===== src/rtl/global_pkg.sv =====
// Shared definitions for the CPU/ALU pair.
//   alu_op       : 5-bit command issued by the CPU to the ALU each cycle.
//                  Encodings 21..31 are unassigned and behave as nop.
//   ASCII_*      : character codes used by the ASCII <-> binary conversions.
//   ALU_CONV_ERR : value written to ACC when a conversion fails.
package global_pkg;

    typedef enum logic [4:0] {
        op_nop        = 5'd0,
        op_lda        = 5'd1,
        op_ldb        = 5'd2,
        op_ldacc      = 5'd3,
        op_ldid       = 5'd4,
        op_mvacc2id   = 5'd5,
        op_mvacc2a    = 5'd6,
        op_mvacc2b    = 5'd7,
        op_add        = 5'd8,
        op_sub        = 5'd9,
        op_shiftl     = 5'd10,
        op_shiftr     = 5'd11,
        op_and        = 5'd12,
        op_or         = 5'd13,
        op_xor        = 5'd14,
        op_cmpe       = 5'd15,
        op_cmpl       = 5'd16,
        op_cmpg       = 5'd17,
        op_ascii2bin  = 5'd18,
        op_bin2ascii  = 5'd19,
        op_oeacc      = 5'd20
    } alu_op;

    localparam logic [7:0] ASCII_0      = 8'h30;
    localparam logic [7:0] ASCII_A      = 8'h41;
    localparam logic [7:0] ASCII_F      = 8'h46;
    localparam logic [7:0] ALU_CONV_ERR = 8'hFF;

    // Sign bit of a byte result; drives the N flag.
    function automatic logic msb8(input logic [7:0] v);
        return v[7];
    endfunction

endpackage


===== src/rtl/alu_ascii_conv.sv =====
// Combinational ASCII <-> binary converter for one hex digit.
//   a        : input byte (register A)
//   to_ascii : 1 = binary nibble to ASCII hex digit, 0 = ASCII hex digit to binary
//   result   : converted value, or ALU_CONV_ERR when the input is out of range
//   err      : 1 when the input cannot be converted
// Only upper-case 'A'..'F' are accepted as hex letters.
module alu_ascii_conv
    import global_pkg::*;
#(
    parameter int DATA_WIDTH = 8
) (
    input  logic [DATA_WIDTH-1:0] a,
    input  logic                  to_ascii,
    output logic [DATA_WIDTH-1:0] result,
    output logic                  err
);

    always_comb begin
        result = ALU_CONV_ERR;
        err    = 1'b1;
        if (to_ascii) begin
            if (a <= 8'd9) begin
                result = a + ASCII_0;
                err    = 1'b0;
            end else if (a <= 8'd15) begin
                // 10 maps onto 'A'
                result = a - 8'd10 + ASCII_A;
                err    = 1'b0;
            end
        end else begin
            if (a >= ASCII_0 && a <= ASCII_0 + 8'd9) begin
                result = a - ASCII_0;
                err    = 1'b0;
            end else if (a >= ASCII_A && a <= ASCII_F) begin
                result = a - ASCII_A + 8'd10;
                err    = 1'b0;
            end
        end
    end

endmodule


===== src/rtl/alu.sv =====
// Arithmetic/logic unit sitting directly behind the CPU.
//   Clk     : system clock, rising edge
//   Rst     : asynchronous active-high reset
//   ALU_op  : command for this cycle (global_pkg::alu_op)
//   InData  : databus value for the load commands
//   OutData : ACC while OutEn is high, otherwise 8'h00
//   OutEn   : high during any cycle carrying op_oeacc (combinational)
//   Index   : INDEX register, used by the CPU for indexed addressing
//   FlagZ   : zero / compare-true
//   FlagC   : carry out of add, or bit shifted out
//   FlagB   : borrow out of sub
//   FlagN   : bit 7 of the last arithmetic/logic result
//   FlagE   : conversion error, held until the next conversion
// Every command completes in one cycle; results are visible the cycle after.
module alu
    import global_pkg::*;
#(
    parameter int DATA_WIDTH = 8
) (
    input  logic                  Clk,
    input  logic                  Rst,
    input  alu_op                 ALU_op,
    input  logic [DATA_WIDTH-1:0] InData,
    output logic [DATA_WIDTH-1:0] OutData,
    output logic                  OutEn,
    output logic [DATA_WIDTH-1:0] Index,
    output logic                  FlagZ,
    output logic                  FlagC,
    output logic                  FlagB,
    output logic                  FlagN,
    output logic                  FlagE
);

    logic [DATA_WIDTH-1:0] a_q, b_q, acc_q, idx_q;
    logic [DATA_WIDTH-1:0] a_d, b_d, acc_d, idx_d;
    logic                  z_q, c_q, bf_q, n_q, e_q;
    logic                  z_d, c_d, bf_d, n_d, e_d;

    logic [DATA_WIDTH:0]   sum;
    logic [DATA_WIDTH-1:0] diff;
    logic [DATA_WIDTH-1:0] conv_result;
    logic                  conv_err;

    assign sum  = {1'b0, a_q} + {1'b0, b_q};
    assign diff = a_q - b_q;

    alu_ascii_conv #(
        .DATA_WIDTH (DATA_WIDTH)
    ) u_conv (
        .a        (a_q),
        .to_ascii (ALU_op == op_bin2ascii),
        .result   (conv_result),
        .err      (conv_err)
    );

    // Next-state decode; anything not listed (nop, 21..31, oeacc) holds state.
    always_comb begin
        a_d   = a_q;
        b_d   = b_q;
        acc_d = acc_q;
        idx_d = idx_q;
        z_d   = z_q;
        c_d   = c_q;
        bf_d  = bf_q;
        n_d   = n_q;
        e_d   = e_q;
        case (ALU_op)
            op_lda:      a_d   = InData;
            op_ldb:      b_d   = InData;
            op_ldacc:    acc_d = InData;
            op_ldid:     idx_d = InData;
            op_mvacc2id: idx_d = acc_q;
            op_mvacc2a:  a_d   = acc_q;
            op_mvacc2b:  b_d   = acc_q;
            op_add: begin
                acc_d = sum[DATA_WIDTH-1:0];
                c_d   = sum[DATA_WIDTH];
                z_d   = (sum[DATA_WIDTH-1:0] == '0);
                n_d   = msb8(sum[DATA_WIDTH-1:0]);
            end
            op_sub: begin
                acc_d = diff;
                bf_d  = (a_q < b_q);
                z_d   = (diff == '0);
                n_d   = msb8(diff);
            end
            op_shiftl: begin
                acc_d = {a_q[DATA_WIDTH-2:0], 1'b0};
                c_d   = a_q[DATA_WIDTH-1];
                z_d   = (a_q[DATA_WIDTH-2:0] == '0);
                n_d   = a_q[DATA_WIDTH-2];
            end
            op_shiftr: begin
                acc_d = {1'b0, a_q[DATA_WIDTH-1:1]};
                c_d   = a_q[0];
                z_d   = (a_q[DATA_WIDTH-1:1] == '0);
                n_d   = 1'b0;
            end
            op_and: begin
                acc_d = a_q & b_q;
                z_d   = ((a_q & b_q) == '0);
                n_d   = msb8(a_q & b_q);
                c_d   = 1'b0;
                bf_d  = 1'b0;
            end
            op_or: begin
                acc_d = a_q | b_q;
                z_d   = ((a_q | b_q) == '0);
                n_d   = msb8(a_q | b_q);
                c_d   = 1'b0;
                bf_d  = 1'b0;
            end
            op_xor: begin
                acc_d = a_q ^ b_q;
                z_d   = ((a_q ^ b_q) == '0);
                n_d   = msb8(a_q ^ b_q);
                c_d   = 1'b0;
                bf_d  = 1'b0;
            end
            op_cmpe: z_d = (a_q == b_q);
            op_cmpl: z_d = (a_q < b_q);
            op_cmpg: z_d = (a_q > b_q);
            op_ascii2bin, op_bin2ascii: begin
                acc_d = conv_result;
                e_d   = conv_err;
            end
            default: ;
        endcase
    end

    always_ff @(posedge Clk or posedge Rst) begin
        if (Rst) begin
            a_q   <= '0;
            b_q   <= '0;
            acc_q <= '0;
            idx_q <= '0;
            z_q   <= 1'b0;
            c_q   <= 1'b0;
            bf_q  <= 1'b0;
            n_q   <= 1'b0;
            e_q   <= 1'b0;
        end else begin
            a_q   <= a_d;
            b_q   <= b_d;
            acc_q <= acc_d;
            idx_q <= idx_d;
            z_q   <= z_d;
            c_q   <= c_d;
            bf_q  <= bf_d;
            n_q   <= n_d;
            e_q   <= e_d;
        end
    end

    // Bus drive is gated by reset so the databus is released immediately.
    assign OutEn   = !Rst && (ALU_op == op_oeacc);
    assign OutData = OutEn ? acc_q : '0;
    assign Index   = idx_q;
    assign FlagZ   = z_q;
    assign FlagC   = c_q;
    assign FlagB   = bf_q;
    assign FlagN   = n_q;
    assign FlagE   = e_q;

endmodule

===== config.mk =====
export PLATFORM = sky130hd
export DESIGN_NAME = alu
export DESIGN_NICKNAME = d
export VERILOG_FILES = /design/src/rtl/global_pkg.sv /design/src/rtl/alu_ascii_conv.sv /design/src/rtl/alu.sv
export SDC_FILE = /design/constraint.sdc
export NUM_CORES = 1
export LEC_CHECK = 0
export ABC_AREA = 1
export CORE_MARGIN = 3
export CORE_UTILIZATION = 46
export DETAILED_ROUTE_END_ITERATION = 12
export PLACE_DENSITY = 0.71
export SLEW_MARGIN = 20
export SYNTH_ARGS = -nofsm -noshare
export SYNTH_HDL_FRONTEND = slang
export SYNTH_SLANG_ARGS = --single-unit

===== constraint.sdc =====
create_clock -name Clk -period 5.4 [get_ports Clk]
set_clock_uncertainty 0.1 [all_clocks]
set_input_delay 0.81 -clock Clk [delete_from_list [all_inputs] [get_ports Clk]]
set_output_delay 0.81 -clock Clk [all_outputs]
set_load 0.1 [all_outputs]

# [Word level (Yosys, flattened, before mapping)]
# Index checks and enable logic that the tools add are counted.
[op_classes] add_sub_neg=8 reduce_logical=21 mux=19 bitwise=3 magnitude_cmp=8 eq_ne=21
[ops] operator="$pmux W8 S9" n=1
[ops] operator="$mux W8" n=6
[ops] operator="$pmux W8 S2" n=3
[ops] operator="$eq A5 B4 Y1 const B" n=8
[ops] operator="$logic_not A8 Y1" n=5
[ops] operator="$eq A5 B5 Y1 const B" n=5
[ops] operator="$eq A5 B3 Y1 const B" n=4
[ops] operator="$le A8 B4 Y1 const B" n=2
[ops] operator="$logic_not A7 Y1" n=2
[ops] operator="$eq A5 B2 Y1 const B" n=2
[ops] operator="$pmux W1 S10" n=1
[ops] operator="$reduce_bool A10 Y1" n=1
[ops] operator="$add A8 B8 Y9" n=1
[ops] operator="$reduce_bool A9 Y1" n=1
[ops] operator="$add A8 B4 Y8 const B" n=1
[ops] operator="$add A8 B6 Y8 const B" n=1
[ops] operator="$add A8 B7 Y8 const B" n=1
[ops] operator="$and A8 B8 Y8" n=1
[ops] operator="$eq A8 B8 Y1" n=1
[ops] operator="$ge A8 B6 Y1 const B" n=1
[ops] operator="$ge A8 B7 Y1 const B" n=1
[ops] operator="$gt A8 B8 Y1" n=1
[ops] operator="$le A8 B6 Y1 const B" n=1
[ops] operator="$le A8 B7 Y1 const B" n=1
[ops] operator="other kinds (19)" n=28
[totals] ff_bits=37 elab_cells=89 output_inout_bits=22

# [Depth between registers and ports, before layout]
[depth] depth_word=6 mapped_depth=16 mapped_depth_nobuf=15

# [Cells and area by module]
# From an unflattened synthesis, not the netlist that was laid out.
[hier_totals] hier_cells=668 area_unflattened_um2=4349.2
[modules_own_cells] module="alu" instances=1 area_per_inst_um2=3607.2 seq_area_each_um2=925.9 cells_per_inst=533
[modules_own_cells] module="alu_ascii_conv" instances=1 area_per_inst_um2=742.0 seq_area_each_um2=0.0 cells_per_inst=135

# [Worst setup path after synthesis]
# OpenSTA, ideal clock, no wires.
[synth_timing] path_type="input to output" startpoint="input port Rst" endpoint="output port OutData[0]" t_required_ns=4.490 cell_stages=3 arrival_time_ns=3.383 path_buffers=0 setup_slack_ns=1.107 path_cell_list="inv_1 nand4_1 nor2_1"
[synth_via] elab_chain_cells=3
[synth_rtl] item="from (decl)" line="alu.sv:21" source="input logic Rst,"
[synth_rtl] item="$logic_not A1 Y1" line="alu.sv:156" source="assign OutEn = !Rst && (ALU_op == op_oeacc);"
[synth_rtl] item="$logic_and A1 B1 Y1" line="alu.sv:156"
[synth_rtl] item="$mux W8" line="alu.sv:157" source="assign OutData = OutEn ? acc_q : '0;"
[synth_rtl] item="to (decl)" line="alu.sv:24" source="output logic [DATA_WIDTH-1:0] OutData,"
# Every way passes these cells.

# [Worst setup path in the final report]
[layout_timing] startpoint="input port ALU_op[0]" endpoint="output port OutData[3]"
[layout_via] elab_chain_cells=3
[layout_rtl] item="from (decl)" line="alu.sv:22" source="input alu_op ALU_op,"
[layout_rtl] item="$eq A5 B5 Y1" line="alu.sv:156"
[layout_rtl] item="$logic_and A1 B1 Y1" line="alu.sv:156"
[layout_rtl] item="$mux W8" line="alu.sv:157"
# Every way passes these cells.

==> metrics.txt <==
status=completed; Startpoint Class=input pin; Multi-input gate area=2760 um^2; GPL Wtd Cong=1.07; Yosys top cell area share=22.3%; worst-margin pin slew=985 ps; Filler cells=907; Worst path slowest cell=clkdlybuf4s50_1; Most common cell on crit path=nor2_1; n_diodes=0; Worst-path clk slew=80 ps; RSZ-0062 raised after global routing=no; cells along the critical path=clkdlybuf4s50_1 > nor2_1 > nand4_1 > nor2_1 > buf_4; root buffer cell=clkbuf_8; vias in the first global route=4,199; final hold violations=0; FF-to-FF setup slack=2290 ps; layout cell share with drive strength beyond 1=9.13%; via count=4,591; busiest grt layer=met2; post-DP HPWL=10,900 um; DRT iter0 DRCs=389; critical path type=input pin to output port; total die area=10,200 um^2; post-synthesis sequential area ratio=22.3%; critical path's largest stage delay=830 ps; CTS tree=yes; met3 Use GR=5.74%; leak pwr=2.29 nW; hold path endpoint=FlagZ; worst path required time=4490 ps; clock group share of total power=13.1%; drt first pass iters=5; total global routing overflow=0; combinational share of power=62.1%; Tcrit/Tclk final=73.4%; vias per cell=5.75; Resized cells post-CTS=0; number of synthesized flops with an enable pin=0; largest net degree at the start of global routing=38; RR Endpoint=acc_q[4]; Syn-to-layout area delta=11.2%; f_max=252 MHz; synth unique cells=39; Psw=1.03 mW; clk sinks=37; CP arrival=3050 ps; P per Cell Area=402 nW/um^2; drc violations=0; IO Port Bufs=36; post-route setup slack=1440 ps; # Post-CTS Setup Buffers=0; Yosys reg bits=37; net count after synthesis=711; hold buffers post-CTS=0; H-tree depth=2; Commonest cells post-synth=171 x nand2_1, 78 x inv_1, 73 x nor2_1; hold_ws=382 ps; largest cells by area after synthesis=dfrtp_1 22%, nand2_1 15%, ha_1 9.3%; worst r2r src=a_q[3]; clock tree buffer depth=2; Slew headroom=34.1%; synth warn=0; reg2reg path depth=11; Core ar.=8760 um^2; CTS Buf Count=5; Reg area=926 um^2; final setup TNS=0 ps; Worst Hold Class=register to register; setup violators final=0; dpl ws=1430 ps; cell with the most instances after synthesis=nand2_1; met1 Track Usage GR=38.7%; GR Layer Usage met2=41.0%; Int Power=0.827 mW; wire per inst=17.3 um; hold path startpoint=FlagZ; largest area contributor in the netlist=dfrtp_1; Synth Flop Type=dfrtp_1; hold depth=2; Seq pwr share=24.8%; nets=737; switching part of the total=55.5%; Mapped Area=4160 um^2; FFs w/ async S/R, synth=100%; I/O pin cnt=37; Die Y=101 um; first-pass GRT wire length=21,900 um; chip width=101 um; FP Rows=34; Total Routed Length=13,800 um; Avg Cell Area, Syn=6.27 um^2; Cells after Synth=663; ANT nets after route=0; Max Transition Viols Final=0; Worst setup EP type=output port; max-cap violation count=0; later-pin clock latency in the skew report=290 ps; fin util=52.8%; Min Clock Period, post-route=3960 ps; GRT Total Usage=27.6%; initial antenna violation count=0; Peak VDD IR=0.243 mV; Crit Path Max Fanout=22; Initial Util=47.5%
==> layer usage <==
metal	share of wire [%]	wire length [um]
met1	44	6120
met2	43	5910
met3	8.7	1210
met4	4.4	606
met5	0	0
==> state kept, by name, indices dropped and copies added (netlist names) <==
signal	flops
FlagB	1
FlagC	1
FlagE	1
FlagN	1
FlagZ	1
Index	8
a_q	8
acc_q	8
b_q	8
==> final cells by class <==
| cell class | count | area share [%] |
|---|---|---|
| clock inverters | 2 | 0.838 |
| flip-flops and latches | 37 | 20.0 |
| clock buffers | 6 | 1.57 |
| inverters | 93 | 7.60 |
| repair buffers | 37 | 7.46 |
| multi-input cells | 515 | 59.6 |
| well taps | 108 | 2.92 |
==> placed cells by master (no fill, tap or decap), types with 6 or more instances in the layout <==
cell type | netlist | final
nand4_1 | 13 | 13
inv_1 | 78 | 78
buf_4 | 5 | 10
dfrtp_1 | 37 | 37
o22ai_1 | 17 | 17
xor2_1 | 7 | 7
nand2_1 | 171 | 171
nor2_1 | 73 | 73
nand3_1 | 56 | 56
mux2_2 | 8 | 8
clkdlybuf4s50_1 | 0 | 27
nor2_2 | 6 | 6
nand2_2 | 7 | 7
nor3_1 | 8 | 8
a21oi_1 | 26 | 26
o21ai_0 | 59 | 59
ha_1 | 31 | 31
inv_2 | 14 | 14
==> through the flow <==
stage	area [um^2]	cells	power (mW)
detailed placement	4520	790	1.59
finish	4630	798	1.86
global placement	4520	790	1.58
floorplan	4160	663	1.30
CTS	4630	798	1.84
global route	4630	798	2.00
==> worst max-delay path, delay by kind of cell <==
family | cells | cell delay [ps]
buffers and inverters | 2 | 1140
AND/OR/NAND/NOR | 3 | 1100
==> power by group through the flow <==
| stage | logic [mW] | registers, mW | clock network (mW) |
|---|---|---|---|
| after floorplan | 0.684 | 0.614 | 0 |
| after global placement | 1.12 | 0.461 | 0 |
| final | 1.16 | 0.462 | 0.243 |
| after global routing | 1.27 | 0.473 | 0.257 |
| after detailed placement | 1.13 | 0.463 | 0 |
| after CTS | 1.14 | 0.458 | 0.246 |
==> kinds of logic (layout without fill, tap and decap cells) <==
group	count (synthesis)	count (layout)	share of synthesized area (%)
AND/OR/NAND/NOR	350	350	36.8
AO/OA/AOI/OAI	115	115	15.1
adder cells (fa/ha/maj)	33	33	10.3
flip-flops	37	37	22.3
buffers and inverters	111	138	11.4
multiplexers	8	8	2.17
XOR/XNOR	9	9	1.89
==> how the worst max path moves through the flow <==
stage | startpoint | endpoint | slack (ps) | cells past startpoint
finish | ALU_op[0] | OutData[3] | 1440 | 5
global route | ALU_op[0] | OutData[5] | 1180 | 5
CTS | ALU_op[0] | OutData[3] | 1420 | 5
detailed placement | ALU_op[0] | OutData[7] | 1430 | 5
global placement | ALU_op[0] | OutData[0] | 1510 | 5
floorplan | Rst | OutData[0] | 1110 | 3
(Power assumes the default switching activity.)
